--- config.mk ---
export PLATFORM = sky130hd
export DESIGN_NAME = step_decrement_counter
export DESIGN_NICKNAME = d
export VERILOG_FILES = /design/src/rtl/step_decrement_counter.sv
export SDC_FILE = /design/constraint.sdc
export NUM_CORES = 1
export LEC_CHECK = 0
export ABC_AREA = 1
export BUFFER_PORTS_ARGS = -buffer_cell sky130_fd_sc_hd__buf_2
export CORE_ASPECT_RATIO = 2
export CORE_UTILIZATION = 40
export CTS_CLUSTER_SIZE = 8
export DETAILED_ROUTE_END_ITERATION = 12
export SETUP_SLACK_MARGIN = 0.2
export SLEW_MARGIN = 15
export SYNTH_ARGS = -nofsm -noshare
export SYNTH_HDL_FRONTEND = slang
export SYNTH_SLANG_ARGS = --single-unit
--- constraint.sdc ---
create_clock -name clk_i -period 2.2 [get_ports clk_i]
set_input_delay 0.44 -clock clk_i [delete_from_list [all_inputs] [get_ports clk_i]]
set_output_delay 0.44 -clock clk_i [all_outputs]
set_load 0.01 [all_outputs]
--- src/rtl/step_decrement_counter.sv ---
// -----------------------------------------------------------------------------
// step_decrement_counter
//   Registered WIDTH-bit up/down counter. Each enabled cycle it moves by a
//   programmable step. It can be loaded in parallel, can wrap or saturate at
//   the limits, and reports terminal count, underflow and overflow.
//
// Parameters
//   WIDTH   counter width in bits (>= 2)
//   STEP_W  width of step_i (1..WIDTH); the step is zero-extended
//
// Ports
//   clk_i       rising-edge clock
//   rst_n_i     synchronous active-low reset
//   load_i      load load_val_i into the counter (takes priority over en_i)
//   load_val_i  parallel load value
//   en_i        apply one step this cycle
//   dir_i       0 = decrement, 1 = increment
//   step_i      unsigned step magnitude
//   sat_i       1 = saturate at 0 / all-ones, 0 = wrap
//   count_o     registered counter value
//   zero_o      count_o == 0 (decoded from the count register)
//   tc_o        one-cycle pulse: a non-zero decrement landed exactly on 0
//   uflow_o     a decrement crossed below 0
//   oflow_o     an increment crossed above all-ones
//
// Configuration
//   DECCNT_STICKY_FLAGS_EN  when defined, uflow_o and oflow_o stay set until
//                           the next load or reset. Otherwise they are
//                           one-cycle pulses.
// -----------------------------------------------------------------------------
module step_decrement_counter #(
    parameter int WIDTH  = 8,
    parameter int STEP_W = 4
) (
    input  logic              clk_i,
    input  logic              rst_n_i,
    input  logic              load_i,
    input  logic [WIDTH-1:0]  load_val_i,
    input  logic              en_i,
    input  logic              dir_i,
    input  logic [STEP_W-1:0] step_i,
    input  logic              sat_i,
    output logic [WIDTH-1:0]  count_o,
    output logic              zero_o,
    output logic              tc_o,
    output logic              uflow_o,
    output logic              oflow_o
);

`ifdef DECCNT_STICKY_FLAGS_EN
    localparam bit STICKY = 1'b1;
`else
    localparam bit STICKY = 1'b0;
`endif

    localparam logic [WIDTH-1:0] MAX_VAL = '1;

    logic [WIDTH-1:0] count_q, count_d;
    logic             tc_q, tc_d;
    logic             uflow_q, uflow_d;
    logic             oflow_q, oflow_d;

    // The arithmetic uses one extra bit. Bit WIDTH of the difference is the
    // borrow, and bit WIDTH of the sum is the carry.
    logic [WIDTH:0] step_ext;
    logic [WIDTH:0] diff;
    logic [WIDTH:0] sum;
    logic           borrow;
    logic           carry;
    logic           step_nz;
    logic           uflow_hold;
    logic           oflow_hold;

    assign step_ext = {{(WIDTH + 1 - STEP_W){1'b0}}, step_i};
    assign diff     = {1'b0, count_q} - step_ext;
    assign sum      = {1'b0, count_q} + step_ext;
    assign borrow   = diff[WIDTH];
    assign carry    = sum[WIDTH];
    assign step_nz  = |step_i;

    // The value a flag keeps when nothing sets it: 0 in pulse mode, and the
    // current value in sticky mode.
    assign uflow_hold = STICKY & uflow_q;
    assign oflow_hold = STICKY & oflow_q;

    always_comb begin
        count_d = count_q;
        tc_d    = 1'b0;
        uflow_d = uflow_hold;
        oflow_d = oflow_hold;

        if (load_i) begin
            count_d = load_val_i;
            uflow_d = 1'b0;
            oflow_d = 1'b0;
        end else if (en_i) begin
            if (!dir_i) begin
                uflow_d = uflow_hold | borrow;
                if (borrow) begin
                    count_d = sat_i ? '0 : diff[WIDTH-1:0];
                end else begin
                    count_d = diff[WIDTH-1:0];
                    // A zero step leaves the counter where it is. It must not
                    // retrigger tc while the counter is parked at 0.
                    tc_d    = (diff[WIDTH-1:0] == '0) & step_nz;
                end
            end else begin
                oflow_d = oflow_hold | carry;
                if (carry) begin
                    count_d = sat_i ? MAX_VAL : sum[WIDTH-1:0];
                end else begin
                    count_d = sum[WIDTH-1:0];
                end
            end
        end
    end

    always_ff @(posedge clk_i) begin
        if (!rst_n_i) begin
            count_q <= '0;
            tc_q    <= 1'b0;
            uflow_q <= 1'b0;
            oflow_q <= 1'b0;
        end else begin
            count_q <= count_d;
            tc_q    <= tc_d;
            uflow_q <= uflow_d;
            oflow_q <= oflow_d;
        end
    end

    assign count_o = count_q;
    assign zero_o  = (count_q == '0);
    assign tc_o    = tc_q;
    assign uflow_o = uflow_q;
    assign oflow_o = oflow_q;

endmodule

==> results.cfg, run 1 <==
[outcome]
status = complete, no violations

[synthesis]
netlist_area_mm2 = 0.00122
synthFlopType = dfxtp_1
synth_top_family_by_area = simple AND/OR/NAND/NOR gates
synth.yosys.seq_area_share_pct = 18.1
synth_commonest_cells = nand2_1, inv_1, nand3_1, nor2_1, dfxtp_1
synthArstFlopShare_pct = 0
synth_edf_count = 0
synth-simple-area-share_pct = 46.1
syn_nets = 237
ys_types = 29
ys_ff_latch = 11
synth_top_area_share_pct = 21.8
ys_top_cells_by_area = nand2_1, dfxtp_1, ha_1, inv_1, nand3_1
syn_avg_cell_area_um2 = 5.87
yosys_warnings = 0
synthXorXnorAreaFrac_pct = 2.15
yosysTopAreaCell = nand2_1
synth-compound-area-share_pct = 9.85
yosysMostFrequentCell = nand2_1
synthCells = 208
synthAdderAreaFrac_pct = 12.5
synth_mux_area_share_pct = 0

[cts]
clock-root-buffer = clkbuf_8
clockBufferDepth = 2
cts_sinks = 11
post_cts_buffers = 0
cts_hold_buf = 0
insertion_delay_ns = 0.24
h-tree-depth = 1
cts_buffers = 3
cts_tree = yes
clk_pin_slew_ns = 0.05

[route]
wl_per_cell_um = 12.8
drt-vias-per-instance = 5.12
wl_um = 3430
drc = 0
vias = 1368
final_antenna_net_count = 0
dr.pass1.iters = 4
drt-initial-drc-count = 30

[placed_design]
place_area_mm2 = 0.00138
hpwl_um = 2830
port_buffers = 29
gp_congestion = 0.823

[global_routing]
grtUsageTotal_pct = 24.2
grt_max_degree = 12
grt_overflow = 0
antenna_found_initial = 0
grt_pass1_vias = 1320
grt_pass1_wl_um = 5550

[critical_path]
crit_buf_inv = 3
end_kind = register
crit_required_ns = 2.31
worst_ep_arrival_time_ns = 1.98
critPathSlowestCell = fa_2
worstSetupPathType = reg -> reg
slowest_delay_ns = 0.38
cp_cell_sequence = inv_1, ha_1, inv_1, fa_2, a21oi_2, nand3_1, nand2_2, inv_2, nand2_1, nand3_1, nand2_1, a21oi_1
start_kind = register
crit_path_max_fanout = 5
r2r_cells = 12
worstSetupPathDepth = 12
crit_family = adder cells

[final_layout]
area_delta_synth_final_pct = 19.6
drive_above_1_share_pct = 21.9
stdcell_area_mm2 = 0.00146
antennaDiodeCount = 0
finish.utilization_pct = 49.6
nets = 267

[power_and_ir_drop]
pwr-share-clk_pct = 27.0
p_sw_share_pct = 38.8
pwr-share-comb_pct = 41.4
p_total_uw = 740
power.density_cell_area_mw_per_mm2 = 508
p_int_uw = 453
vdd_drop_max_mv = 0.381
power_switching_uw = 287
p_leak_uw = 0.000820
pwr-share-seq_pct = 31.6

[die]
fp.dieW_um = 41.1
die_h_um = 80.1
dieArea_mm2 = 0.00329
start_util_pct = 41.5
pin_count = 30
fp-row-count = 28
core_mm2 = 0.00294

[job]
cap_violations = 0

[timing]
drv_slew = 0
setup_viol = 0
finalHoldViolCount = 0
hold_ws_ns = 0.484
finalSetupTns_ns = 0
skew_ns = 0.000384
worstMarginPinSlew_ns = 0.401
fin_crit_sh_pct = 84.8
period_minus_slack_ns = 1.86
slew-limit-headroom_pct = 73.3
max_freq_mhz = 536
rsz0062_at_grt = false

[worst_hold_path]
holdPathStages = 3
hold_class = in -> reg
[logic make-up after synthesis]
group                      after synthesis
AOI/OAI and AO/OA                       21
xor gates and xnor gates                 3
adders and majority gates               11
buffers and inverters                   35
DFF                                     11
and+or+nand+nor                        127
[path summary, 6_finish.rpt]
kind | end | startpoint | slack (ns)
setup reg to reg | count_o[5] | count_o[0] | 0.34
hold reg to reg | count_o[7] | count_o[7] | 0.53
hold / removal | count_o[0] | load_val_i[0] | 0.48
setup / recovery | count_o[5] | count_o[0] | 0.34
[final cells by class]
type                    count  area [µm²]
well taps                  30        37.5
repair buffers             30         153
multi-input cells         162         886
clock buffers               4        45.0
flip-flops and latches     11         225
fillers                   349        1480
inverters                  30         113
[flip-flops by register name, indices dropped and copies added (netlist names)]
name	cells
count_o	8
oflow_o	1
tc_o	1
uflow_o	1
[tightest hold or removal path: stages]
cell     delay (ns)
buf_2          0.09
nand2_1        0.06
a31oi_1        0.08
[cell usage in the layout, fill, tap and decap left out, drive strengths merged]
cell / instances
clkbuf: 4
fa: 2
nand3b: 1
nor3: 6
nor4: 2
or2: 1
a22oi: 3
a31oi: 1
ha: 9
dfxtp: 11
nor2: 20
o21ai: 5
inv: 30
nand3: 18
o21bai: 1
nand4: 3
xor2: 3
nor3b: 1
nand2: 75
buf: 30
a21oi: 11
[routing by layer]
metal  up-vias  part of all wire [%]  global-route usage (%)
met2        25                    57                    45.3
li1        715                     -                       -
met4         0                   2.2                    10.7
met5         -                     0                       0
met1       619                    39                    23.1
met3         9                   2.1                    3.04
[metrics by stage]
step,instances,worst slack [ns]
after floorplan,208,0.421
after global placement,263,0.0396
after detailed placement,263,0.0269
after CTS,267,0.236
after global routing,267,0.202
final,267,0.335
[power groups by stage]
stage	Combinational, µW	Sequential, µW	Clock, µW
2_1_floorplan	209	237	0
4_1_cts	302	233	203
5_1_grt	350	235	212
6_report	307	234	200
3_5_place_dp	297	237	0
3_3_place_gp	300	237	0
[what timing repair did]
| action | in CTS | in global routing |
|---|---|---|
| gates resized for setup | 3 | 5 |
| pin swaps | 0 | 2 |
| gates cloned | 0 | 0 |
| setup endpoints to repair | 1 | 3 |
No activity file was read; power rests on OpenSTA's default activity.
==> run 2: changes to the inputs <==
==> constraint.sdc (replaced) <==
create_clock -name clk_i -period 1.8 [get_ports clk_i]
set_input_delay 0.36 -clock clk_i [delete_from_list [all_inputs] [get_ports clk_i]]
set_output_delay 0.36 -clock clk_i [all_outputs]
set_load 0.01 [all_outputs]
==> run 2 against run 1 <==
- the run now ends with negative setup slack left
- utilization up 12 points
- largest cell class unchanged
- final area up 24%
- hold slack worse by 0.11 ns
- clock power up 30%
- via count up 15%
- wire length up 23%
- first-iteration DRC count up 97%
- power up 49%
- clock-buffer cell count unchanged
- worst setup slack worse by 0.37 ns
- die area unchanged
==> results.cfg, run 2 (synthesis gave the netlist of run 1 again) <==
[worst_hold_path]
hold_class = in -> reg
hold_start = load_val_i[0]

[critical_path]
worstSetupStartpoint = count_o[0]
timing.rr.start = count_o[0]
cp_cell_sequence = inv_4, ha_4, inv_2, fa_2, buf_4, a21oi_4, nand3_2, nand2_4, nor2_1, o21ai_1, a21oi_1
crit_family = adder cells
slowest_delay_ns = 0.36
worstSetupPathType = reg -> reg
critPathSlowestCell = dfxtp_4
start_kind = register
end_kind = register
crit_required_ns = 1.93
crit_buf_inv = 3
worst_ep_arrival_time_ns = 1.97
crit_path_max_fanout = 5

[route]
wl_per_cell_um = 14.1
drc = 0
vias = 1570
dr.pass1.iters = 4
drt-initial-drc-count = 59
final_antenna_net_count = 0
drt-vias-per-instance = 5.27
wl_um = 4200

[die]
pin_count = 30
start_util_pct = 41.5
dieArea_mm2 = 0.00329
die_h_um = 80.1
fp-row-count = 28
core_mm2 = 0.00294
fp.dieW_um = 41.1

[outcome]
status = finished, violations left
violations = negative setup slack

[power_and_ir_drop]
p_leak_uw = 0.000988
p_total_uw = 1110
vdd_drop_max_mv = 0.588
power.density_cell_area_mw_per_mm2 = 612

[timing]
period_minus_slack_ns = 1.84
finalSetupTns_ns = -0.218
finalWorstSetupSlack_ns = -0.0362
fin_crit_sh_pct = 102
drv_slew = 0
rsz0062_at_grt = true
setup_viol = 9
max_freq_mhz = 545
skew_ns = 0.00106
finalHoldViolCount = 0
worstMarginPinSlew_ns = 0.425
slew-limit-headroom_pct = 71.6

[global_routing]
antenna_found_initial = 0
grt_overflow = 0
grtUsageTotal_pct = 28.7
grt_max_degree = 12
grt_pass1_vias = 1445
grt_pass1_wl_um = 6370

[placed_design]
port_buffers = 29
hpwl_um = 3330
gp_congestion = 0.837
place_area_mm2 = 0.00161
dpl_worst_slack_ns = -0.139

[final_layout]
antennaDiodeCount = 0
drive_above_1_share_pct = 39.9
largest_reg_flops = 8
final_common_cell = nand2_1
stdcell_area_mm2 = 0.00181
area_delta_synth_final_pct = 48.1
nets = 298
most-common-layout-cells = nand2_1, buf_4, buf_2
finish.utilization_pct = 61.4

[cts]
cts_sinks = 11
cts_tree = yes
clk_pin_slew_ns = 0.05
cts_hold_buf = 0
cts_buffers = 3
insertion_delay_ns = 0.24
clockBufferDepth = 2
clock-root-buffer = clkbuf_8
h-tree-depth = 1

[job]
cap_violations = 0
run 2: cell count changes in the layout (fill, tap and decap cells not counted), moves of 3 or more:
cell,delta
dfxtp_1,-3
buf_4,+31
inv_1,-5
dfxtp_2,+3
inv_2,+3
nand2_2,+4
nand2_1,-6
run 2: final timing paths:
check / endpoint / slack [ns] / cells past startpoint
max: count_o[3] / -0.04 / 11
min: count_o[0] / 0.38 / 3
max reg2reg: count_o[3] / -0.04 / 11
min reg2reg: count_o[0] / 0.54 / 2
run 2: power by group:
part | internal [µW] | switching, µW
Sequential | 260 | 21.3
Combinational | 248 | 315
Clock | 157 | 104
run 2: repair_timing:
item | CTS | global route
buffers inserted | 2 | 3
resized for setup | 18 | 12
setup endpoints to repair | 11 | 11
pin swaps | 5 | 4
run 2: tightest hold or removal path: stages:
cell and delay (ns):
buf_2 0.09, nand2_1 0.05, a31oi_1 0.07
run 2: cell type report:
| type | instances | area, µm² |
|---|---|---|
| clock buffers | 4 | 45.0 |
| well taps | 30 | 37.5 |
| flip-flops and latches | 11 | 229 |
| multi-input cells | 162 | 992 |
| inverters | 30 | 118 |
| repair buffers | 61 | 385 |
| fillers | 302 | 1140 |
run 2: per-layer routing:
layer	global-route usage [%]	vias to the layer above	share of wire (%)	wire length, µm
li1	-	778	-	-
met1	27.0	734	35	1470
met2	54.1	48	59	2490
met3	3.87	10	3.1	130
met4	12.3	0	2.6	111
met5	0	-	0	0
run 2: per-stage QoR:
| step | cells | hold WS (ns) |
|---|---|---|
| floorplan | 208 | 0.518 |
| global placement | 289 | 0.532 |
| detailed placement | 289 | 0.529 |
| CTS | 295 | 0.379 |
| global route | 298 | 0.386 |
| finish | 298 | 0.378 |
==> run 3: changes to the inputs <==
--- a/config.mk
+++ b/config.mk
@@ -8,9 +8,10 @@
 export ABC_AREA = 1
 export BUFFER_PORTS_ARGS = -buffer_cell sky130_fd_sc_hd__buf_2
 export CORE_ASPECT_RATIO = 2
-export CORE_UTILIZATION = 40
+export CORE_UTILIZATION = 45
 export CTS_CLUSTER_SIZE = 8
 export DETAILED_ROUTE_END_ITERATION = 12
+export PLACE_DENSITY = 0.66
 export SETUP_SLACK_MARGIN = 0.2
 export SLEW_MARGIN = 15
 export SYNTH_ARGS = -nofsm -noshare
==> run 3 against run 2 <==
- the flow still finishes with violations (negative setup slack)
- clock skew is 0.011 ns higher
- register-to-register slack is essentially flat
- cell count down 1.7%
- combinational power is 3% higher
- global-route usage is 4.4 points higher
- utilization increased by 9.9 points
==> results.cfg, run 3 (synthesis gave the netlist of run 1 again) <==
[outcome]
status = finished, violations left
violations = negative setup slack

[critical_path]
r2r_setup_slack_ns = -0.03
crit_required_ns = 1.97
r2r_end = count_o[4]
worst_ep_arrival_time_ns = 1.99
r2r_cells = 10
start_kind = register
timing.rr.start = count_o[0]
crit_path_max_fanout = 4
end_kind = register
worstSetupPathType = reg -> reg

[global_routing]
grt_use_met3_pct = 5.54
grtUsageTotal_pct = 33.2
grt_overflow = 0
grt_busiest_layer = met2
met1_usage_pct = 33.0
use_met2_pct = 55.7
grt_max_degree = 12
grt_pass1_wl_um = 6760
antenna_found_initial = 0
grt_pass1_vias = 1501

[power_and_ir_drop]
p_leak_uw = 0.000979
p_total_uw = 1140
power.density_cell_area_mw_per_mm2 = 621
vdd_drop_max_mv = 0.369

[final_layout]
area_delta_synth_final_pct = 50.2
stdcell_area_mm2 = 0.00183
drive_above_1_share_pct = 43.8
largest_reg_flops = 8
nets = 295
antennaDiodeCount = 0
final_common_cell = nand2_1
most-common-layout-cells = nand2_1, buf_2, buf_4

[timing]
period_minus_slack_ns = 1.83
fin_crit_sh_pct = 101
rsz0062_at_grt = true
worstMarginPinSlew_ns = 0.436
finalSetupTns_ns = -0.0801
setup_viol = 4
drv_slew = 0
finalHoldViolCount = 0
slew-limit-headroom_pct = 70.9
finalWorstSetupSlack_ns = -0.0258
skew_ns = 0.0123
max_freq_mhz = 548

[route]
drc = 0
wl_um = 4520
drt-initial-drc-count = 86
vias = 1620
final_antenna_net_count = 0
wl_per_cell_um = 15.4
dr.pass1.iters = 4
drt-vias-per-instance = 5.53

[worst_hold_path]
hold_start = load_val_i[0]
worstHoldEndpoint = count_o[0]
hold_class = in -> reg
holdPathStages = 3

[die]
fp-row-count = 26
dieArea_mm2 = 0.00294
die_h_um = 75.6
pin_count = 30
start_util_pct = 47.5
core_mm2 = 0.00257
fp.dieW_um = 38.8

[cts]
cts_tree = yes
clk_pin_slew_ns = 0.05
cts_buffers = 3
cts_sinks = 11
clockBufferDepth = 2
clock-root-buffer = clkbuf_8
h-tree-depth = 1
insertion_delay_ns = 0.26

[placed_design]
hpwl_um = 3240
port_buffers = 29
dpl_worst_slack_ns = -0.226
gp_congestion = 0.894
place_area_mm2 = 0.00157

[job]
cap_violations = 0
## run 3: cell types whose count changed in the layout (fill, tap and decap cells not counted), sizes merged
cell / previous run / this run
buf: 61 / 58
## run 3: layout make-up
cell class,count,area (µm²)
Clock buffer,4,45.0
Fill cell,231,738
Inverter,30,123
Multi-Input combinational cell,162,1020
Sequential cell,11,240
Tap cell,28,35.0
Timing Repair Buffer,58,367
## run 3: what timing repair did
action                                  4_1_cts  5_1_grt
hold buffers                                  0        0
pin swaps                                     7       17
endpoints found under the setup margin       10       10
setup buffers                                 5        1
resized for setup                            25       25
## run 3: report_power, final
group / switching (µW) / leakage, µW / internal, µW
clock network: 119 / 0.0000228 / 157
logic: 327 / 0.000862 / 252
registers: 23.7 / 0.0000943 / 260
total: 469 / 0.000979 / 669
## run 3: stage by stage
stage / instances / hold slack (ns) / utilization (%)
6_report: 293 / 0.386 / 71.3
2_1_floorplan: 208 / 0.518 / -
3_3_place_gp: 283 / 0.529 / 61.2
3_5_place_dp: 283 / 0.525 / 61.2
5_1_grt: 293 / 0.417 / 71.3
4_1_cts: 292 / 0.383 / 68.0
## run 3: worst max-delay path by stage
stage / from / endpoint / slack, ns / cells after the start
5_1_grt: count_o[0] / tc_o / -0.19 / 11
4_1_cts: count_o[0] / count_o[5] / 0.02 / 12
3_3_place_gp: step_i[2] / count_o[2] / -0.19 / 13
3_5_place_dp: step_i[2] / count_o[5] / -0.23 / 13
6_report: count_o[0] / count_o[4] / -0.03 / 10
2_1_floorplan: count_o[0] / count_o[5] / 0.15 / 12
## run 3: critical path, cell delays in order, from the launching register on
cell and delay (ns):
dfxtp_4 0.36, ha_2 0.20, fa_2 0.37, nand3_2 0.09
nand2_4 0.07, buf_4 0.15, a21oi_1 0.13, o21ai_0 0.11
nand3_1 0.09, nand2_1 0.05, a21oi_1 0.12
## run 3: routing by layer
layer,part of all wire [%],up-vias
met5,0,-
met4,7.8,0
met3,4.8,31
met2,55,81
met1,32,734
li1,-,774
